$ cat src/rtl/fetch_queue.sv
// Instruction fetch unit: one outstanding memory request feeding a small
// in-order queue of {instruction, pc} pairs toward decode, with redirect and halt.
module fetch_queue #(
    parameter int ADDR_W   = 16,
    parameter int INSTR_W  = 16,
    parameter int DEPTH    = 4,
    parameter int PC_INC   = 2,
    parameter int RESET_PC = 0
) (
    input  logic               clk,
    input  logic               rst,
    output logic               imem_req,
    output logic [ADDR_W-1:0]  imem_addr,
    input  logic               imem_ack,
    input  logic [INSTR_W-1:0] imem_rdata,
    input  logic               redirect,
    input  logic [ADDR_W-1:0]  redirect_pc,
    input  logic               halt,
    output logic               dec_valid,
    output logic [INSTR_W-1:0] dec_instr,
    output logic [ADDR_W-1:0]  dec_pc,
    output logic [ADDR_W-1:0]  dec_pc_plus,
    input  logic               dec_ready,
    output logic               full,
    output logic               empty,
    output logic               err
);
    localparam int PTR_W = $clog2(DEPTH);
    localparam int CNT_W = $clog2(DEPTH + 1);

    logic [INSTR_W-1:0] q_instr [DEPTH];
    logic [ADDR_W-1:0]  q_pc    [DEPTH];
    logic [PTR_W-1:0]   rd_ptr, wr_ptr;
    logic [CNT_W-1:0]   count, count_next;
    logic [ADDR_W-1:0]  next_pc, fetch_base;
    logic               drop, halted, halted_next;
    logic               ack, push, pop, pending_next, issue;

    function automatic logic misaligned(input logic [ADDR_W-1:0] pc);
        return (pc % ADDR_W'(PC_INC)) != '0;
    endfunction

    assign empty       = (count == '0);
    assign full        = (count == CNT_W'(DEPTH));
    assign dec_valid   = !empty && !redirect;
    assign dec_instr   = q_instr[rd_ptr];
    assign dec_pc      = q_pc[rd_ptr];
    assign dec_pc_plus = dec_pc + ADDR_W'(PC_INC);

    // Everything below is judged on the occupancy left after this cycle's
    // push/pop/flush, so a freed slot can be refilled with no bubble.
    always_comb begin
        ack          = imem_ack && imem_req;
        push         = ack && !drop && !redirect;
        pop          = dec_valid && dec_ready;
        halted_next  = halted || halt;
        pending_next = imem_req && !ack;
        fetch_base   = redirect ? redirect_pc : next_pc;
        count_next   = count;
        if (redirect)
            count_next = '0;
        else
            count_next = count + CNT_W'(push) - CNT_W'(pop);
        issue = (count_next < CNT_W'(DEPTH)) && !pending_next && !halted_next;
    end

    always_ff @(posedge clk) begin
        if (!rst && push) begin
            q_instr[wr_ptr] <= imem_rdata;
            q_pc[wr_ptr]    <= imem_addr;
        end
    end

    always_ff @(posedge clk) begin
        if (rst) begin
            imem_req  <= 1'b0;
            imem_addr <= '0;
            next_pc   <= ADDR_W'(RESET_PC);
            count     <= '0;
            rd_ptr    <= '0;
            wr_ptr    <= '0;
            drop      <= 1'b0;
            halted    <= 1'b0;
            err       <= 1'b0;
        end else begin
            halted <= halted_next;
            count  <= count_next;
            if ((imem_ack && !imem_req) || (redirect && misaligned(redirect_pc)))
                err <= 1'b1;
            if (redirect) begin
                rd_ptr <= '0;
                wr_ptr <= '0;
            end else begin
                if (push) wr_ptr <= wr_ptr + PTR_W'(1);
                if (pop)  rd_ptr <= rd_ptr + PTR_W'(1);
            end
            // An in-flight request cannot be cancelled, so its return is marked stale.
            if (redirect && pending_next)
                drop <= 1'b1;
            else if (ack)
                drop <= 1'b0;
            if (issue) begin
                imem_req  <= 1'b1;
                imem_addr <= fetch_base;
                next_pc   <= fetch_base + ADDR_W'(PC_INC);
            end else begin
                if (ack) imem_req <= 1'b0;
                next_pc <= fetch_base;
            end
        end
    end
endmodule

$ cat config.mk
export PLATFORM = sky130hd
export DESIGN_NAME = fetch_queue
export DESIGN_NICKNAME = d
export VERILOG_FILES = /design/src/rtl/fetch_queue.sv
export SDC_FILE = /design/constraint.sdc
export NUM_CORES = 1
export LEC_CHECK = 0
export ABC_AREA = 1
export CAP_MARGIN = 30
export CORE_MARGIN = 2
export CORE_UTILIZATION = 40
export CTS_BUF_LIST = sky130_fd_sc_hd__clkbuf_16
export DETAILED_ROUTE_END_ITERATION = 10
export SYNTH_ARGS = -nofsm -noshare
export SYNTH_HDL_FRONTEND = slang
export SYNTH_SLANG_ARGS = --single-unit
$ cat constraint.sdc
create_clock -name clk -period 3.7 [get_ports clk]
set_input_delay 0.74 -clock clk [delete_from_list [all_inputs] [get_ports clk]]
set_output_delay 0.74 -clock clk [all_outputs]
set_load 0.02 [all_outputs]
==> impl_results.md, run 1 <==
- Fraction of layout cells with a size suffix above 1: 0.126
- Placer Congestion: 0.813
- Multi-input combinational cell area: 0.00239 sq mm
- Largest net degree at the start of global routing: 43
- Number of synthesized register bits: 173
- Antenna viol nets, final: 0
- VDD IR-drop max: 0.323 mV
- Setup crit start kind: flip-flop
- M2 GR Usage: 0.290
- Die span in y: 142 microns
- Post-synth EDFFs: 128
- Worst min path class: flip-flop to flip-flop
- Worst-path clk slew: 0.06 ns
- Nets: 914
- Synth Net Count: 801
- Worst endpoint data arrival time: 2.73 ns
- Hold Crit Depth: 2
- Vias in the first global route: 5,159
- FFs w/ async S/R, synth: 0
- Final period util: 0.938
- CP bufs+invs: 3
- R2R depth: 19
- CP delay by family, top: buffers and inverters
- Initial antenna violation count: 0
- Clock Skew: 0.00724 ns
- Reg-to-reg startpoint: count[1]
- Syn Inst Count: 754
- # port buffers: 106
- Final Cell Area: 0.00958 sq mm
- Power Density: 442 mW/mm^2
- RSZ-0062 raised after global routing: yes
- Final total power: 4.23 mW
- Hold endpoint: err
- Hold Startpoint: err
- Die Width: 142 microns
- M3 GR Usage: 0.0307
- Worst-Skew Late Latency: 0.42 ns
- Hold WS: 0.485 ns
- Commonest non-fill, non-tap cell in the layout: nand2_1
- H-tree depth: 4
- Overflow after GRT: 0
- Core Area: 0.0187 sq mm
- Seq/Total Area, Yosys: 0.624
- Total GRT Usage: 0.172
- Clock sink count: 173
- Slowest stage delay, CP: 0.62 ns
- Fin util: 0.512
- Cell Chain, Critical Path: inv_8, buf_6, nand2_1, nand3_1, nand2_2, nor2_4, nand2_1, nor2_1, xor2_1, clkdlybuf4s50_1
- IO Count: 107
- Routed WL: 16,700 microns
- Crit path top cell by count: nand2_1
- Final setup viols: 0
- Mapped Area: 0.00760 sq mm
- CP required: 2.96 ns
- Max-cap violations: 0
- CP max-delay cell: clkdlybuf4s50_1
- Detailed Place HPWL: 11,000 microns
- Syn-to-layout area delta: 26.0%
- Filler instances: 1,731
- Via/cell ratio: 4.85
- Routed vias: 5,405
- YS warnings: 0
- Yosys cell types: 38
- CTS root buf: clkbuf_16
- Cell Area, Placed: 0.00894 sq mm
- Grt met1 use: 0.227
- Reg-to-reg endpoint: next_pc[11]
- Sequential cell area: 0.00475 sq mm
- Clock Path Buffers: 2
- Fin. max-slew vios: 0
- Commonest cells after routing, fill and taps aside: 164 x nand2_1, 128 x edfxtp_1, 104 x nor2_1
- CTS tree: built
- Final hold viol count: 0
- GRT busiest layer: met2
- Initial DRC Count: 334
- Worst reg2reg setup slack: 0.94 ns
- DR DRC count: 0
- Total CTS buffers: 17
- Row count: 50
- Critical path peak fanout: 42
- Slew HR: 0.699
- Worst-Margin Slew: 0.450 ns
- Top FF cell, synth: edfxtp_1
- Status: completed
- First drt pass iteration count: 5
- Syn_area_per_cell: 10.1 sq um
- Fin crit period: 3.47 ns
- Antenna Cells: 0
- Critical path type: flip-flop to primary output
- Hold_buf cts: 0
- First-pass GRT wire length: 26,600 microns
- Leakage: 3.69 nW
- Wire per inst: 15.0 microns
- Die area: 0.0201 sq mm
- Fmax: 288 MHz
- Setup crit end kind: primary output
- Starting density of the core: 0.406
==> metrics by stage <==
step	TNS, ns	setup slack (ns)	cells
3_3_place_gp	0	0.126	1081
6_report	0	0.228	1114
5_1_grt	-0.0204	-0.0155	1114
2_1_floorplan	0	0.492	754
3_5_place_dp	0	0.0652	1081
4_1_cts	0	0.00816	1114
==> worst min-delay path: cells and delay by family (launching register included) <==
family           cells  cell delay [ns]
AND/OR/NAND/NOR      1             0.07
flip-flops           1             0.33
AO/OA/AOI/OAI        1             0.05
==> flip-flops by register name, summed over array words and instances (netlist names), named ones only <==
| name | cells |
|---|---|
| q_pc | 64 |
| drop | 1 |
| err | 1 |
| imem_req | 1 |
| wr_ptr | 2 |
| q_instr | 64 |
| imem_addr | 16 |
| halted | 1 |
| count | 3 |
| rd_ptr | 2 |
| next_pc | 16 |
==> synthesized netlist by cell type (7+ instances only) <==
| cell type | n | area (sq um) |
|---|---|---|
| nand2_2 | 16 | 100 |
| inv_2 | 7 | 26.3 |
| a21oi_1 | 23 | 115 |
| nand3_1 | 33 | 165 |
| edfxtp_1 | 128 | 3840 |
| clkbuf_1 | 12 | 45.0 |
| nor2_2 | 10 | 62.6 |
| inv_1 | 59 | 221 |
| o22ai_1 | 18 | 113 |
| nand3_2 | 7 | 70.1 |
| nand2_1 | 164 | 616 |
| nor2_1 | 108 | 405 |
| dfxtp_1 | 45 | 901 |
| ha_1 | 8 | 100 |
| buf_4 | 9 | 67.6 |
| o21ai_0 | 61 | 305 |
==> per-layer routing <==
layer | vias up | part of all wire
li1 | 2743 | -
met5 | - | 0
met1 | 2538 | 0.47
met3 | 16 | 0.038
met4 | 0 | 0.012
met2 | 108 | 0.48
==> cell families (layout without fill, tap and decap cells) <==
logic type | count (synthesis) | count (layout) | synth area share
and+or+nand+nor | 357 | 357 | 0.211
muxes | 1 | 1 | 0.00132
adders and majority gates | 9 | 9 | 0.0158
AOI/OAI and AO/OA | 110 | 110 | 0.0782
DFF | 173 | 173 | 0.624
xor gates and xnor gates | 4 | 4 | 0.00461
buffers and inverters | 100 | 226 | 0.0652
==> power by group <==
group	internal (mW)	switching [mW]
registers	2.12	0.0358
logic	0.120	0.155
clock network	1.02	0.780
total	3.26	0.971
==> final cells by class <==
type,count,share of cell area
Tap cell,234,0.0306
Timing Repair Buffer,126,0.133
Clock buffer,17,0.0444
Clock inverter,15,0.0185
Inverter,68,0.0280
Sequential cell,173,0.495
Multi-Input combinational cell,481,0.250
==> worst max path at each step <==
stage                     startpoint         endpoint  slack (ns)  depth (start not counted)
final                      flip-flop   dec_pc_plus[8]        0.23                         10
after detailed placement    redirect      next_pc[11]        0.07                         16
after global placement      imem_ack      next_pc[11]        0.13                         17
after CTS                  flip-flop  dec_pc_plus[11]       0.008                         11
after floorplan             redirect     imem_addr[6]        0.49                         17
after global routing       flip-flop  dec_pc_plus[12]       -0.02                         11
==> repair_timing <==
| item | in CTS | in global routing |
|---|---|---|
| setup endpoints to repair | 1 | 11 |
| pin swaps | 1 | 0 |
| buffers inserted | 1 | 0 |
| gates resized for setup | 1 | 10 |
No activity file was read; power rests on OpenSTA's default activity.
==> run 2: changes to the inputs <==
Clock period 3.7 ns to 4.3 ns, I/O delays scaled along.
==> impl_results.md, run 2 (synthesis gave the netlist of run 1 again) <==
- H-tree depth: 4
- Final total power: 3.67 mW
- Wire per inst: 15.0 microns
- Worst-Margin Slew: 0.505 ns
- Max-cap violations: 0
- Antenna Cells: 0
- Core Area: 0.0187 sq mm
- Worst-Skew Late Latency: 0.43 ns
- Worst-path clk slew: 0.07 ns
- Power share of the combinational group: 0.064
- Leakage: 3.59 nW
- Net Sw Power: 0.857 mW
- Largest net degree at the start of global routing: 66
- Detailed Place HPWL: 10,800 microns
- Initial DRC Count: 323
- Row count: 50
- Slew HR: 0.664
- RSZ-0062 raised after global routing: no
- Setup crit end kind: primary output
- Total CTS buffers: 17
- CTS tree: built
- Die Width: 142 microns
- Cell Area, Placed: 0.00888 sq mm
- Worst endpoint data arrival time: 3.11 ns
- Sw frac: 0.233
- Initial antenna violation count: 0
- Critical path peak fanout: 35
- Syn-to-layout area delta: 25.0%
- Final cell count without fillers: 1,108
- CTS root buf: clkbuf_16
- Fmax: 252 MHz
- Clock Path Buffers: 2
- Fin crit period: 3.97 ns
- Antenna viol nets, final: 0
- Routed WL: 16,600 microns
- Cells after DPL: 1,076
- Die area: 0.0201 sq mm
- Starting density of the core: 0.406
- Final setup viols: 0
- CP delay by family, top: buffers and inverters
- Fraction of layout cells with a size suffix above 1: 0.122
- CP required: 3.44 ns
- Final hold viol count: 0
- Nets: 908
- Overflow after GRT: 0
- Power Density: 386 mW/mm^2
- First drt pass iteration count: 4
- Slowest stage delay, CP: 0.62 ns
- Cell Chain, Critical Path: buf_4, nor2_1, nor2_1, o21ai_0, nand2_1, ha_1, inv_1, nor2_2, nand3_2, inv_2, nand3b_1, nand2_1, clkdlybuf4s50_1
- Setup crit start kind: flip-flop
- Setup WS pre-CTS: 0.281 ns
- CP bufs+invs: 4
- Via/cell ratio: 4.81
- Commonest non-fill, non-tap cell in the layout: nand2_1
- VDD IR-drop max: 0.318 mV
- CP max-delay cell: clkdlybuf4s50_1
- Die span in y: 142 microns
- Setup TNS Final: 0 ns
- Critical path type: flip-flop to primary output
- Biggest regs: q_instr x64, q_pc x64
- Int Power: 2.81 mW
- # port buffers: 106
- Fin. max-slew vios: 0
- Final Cell Area: 0.00950 sq mm
- First-pass GRT wire length: 26,600 microns
- Clk network pwr share: 0.431
- Vias in the first global route: 5,091
- Worst setup margin: 0.332 ns
- Placer Congestion: 0.760
- Hold WS: 0.500 ns
- IO Count: 107
- Multi-input combinational cell area: 0.00240 sq mm
- Status: completed
- Post-CTS setup buffer count: 0
- Clock Skew: 0.00672 ns
- Sequential cell area: 0.00475 sq mm
- Final period util: 0.923
- DR DRC count: 0
- Total GRT Usage: 0.172
- Worst min path class: flip-flop to flip-flop
- Fin util: 0.508
- Commonest cells after routing, fill and taps aside: 164 x nand2_1, 128 x edfxtp_1, 106 x clkdlybuf4s50_1
- Routed vias: 5,330
- Clock sink count: 173
- Sequential Power Share: 0.505
- Filler instances: 1,696
==> run 2: cell count changes in the layout (fill, tap and decap cells not counted), moves of 2 or more <==
cell             before  now
dlymetal6s2s_1        8    0
buf_4                15   13
buf_6                 2    0
buf_12                3    1
clkdlybuf4s50_1      98  106
clkinv_4              1    3
==> run 2: what timing repair did <==
item | in CTS | in global routing
resized for setup | 0 | 1
endpoints found under the setup margin | 0 | 2
hold buffers | 0 | 0
==> run 2: worst register-to-register path, stage by stage (launching register included) <==
cell and delay [ns]:
dfxtp_1 0.36, nand2_1 0.08, nor3_1 0.19, inv_1 0.14
ha_1 0.29, inv_1 0.04, ha_1 0.18, fa_1 0.39
inv_1 0.07, nand3_1 0.08, nand3_2 0.13, nand2_2 0.25
inv_2 0.44, nand2_2 0.10, nand2_1 0.07, nand2_1 0.04
nor2_1 0.08
==> run 2: path summary, 6_finish.rpt <==
check        slack, ns       from  cells after the start              end
min reg2reg       0.50        err                      2              err
max reg2reg       1.31   imem_req                     16      next_pc[11]
max               0.33  flip-flop                     13  dec_pc_plus[15]
min               0.50        err                      2              err
==> run 2: power groups by stage <==
| stage | clock network, mW | logic, mW | registers (mW) |
|---|---|---|---|
| after global placement | 0 | 0.234 | 1.89 |
| final | 1.58 | 0.235 | 1.85 |
| after global routing | 1.68 | 0.262 | 1.86 |
| after detailed placement | 0 | 0.236 | 1.89 |
| after CTS | 1.61 | 0.237 | 1.85 |
| after floorplan | 0 | 0.117 | 1.90 |
==> run 2: final cells by class <==
| cell class | count | share of cell area |
|---|---|---|
| clock inverters | 15 | 0.0208 |
| clock buffers | 17 | 0.0448 |
| multi-input cells | 481 | 0.252 |
| repair buffers | 120 | 0.124 |
| well taps | 234 | 0.0308 |
| inverters | 68 | 0.0279 |
| flip-flops and latches | 173 | 0.499 |
==> run 2: metal layers <==
metal  wire (microns)  global-route usage  vias to the layer above
met2             8120               0.289                      118
met1             7650               0.227                     2469
li1                 -                   -                     2731
met5                0                   0                        -
met3              649              0.0337                       12
met4              145              0.0537                        0
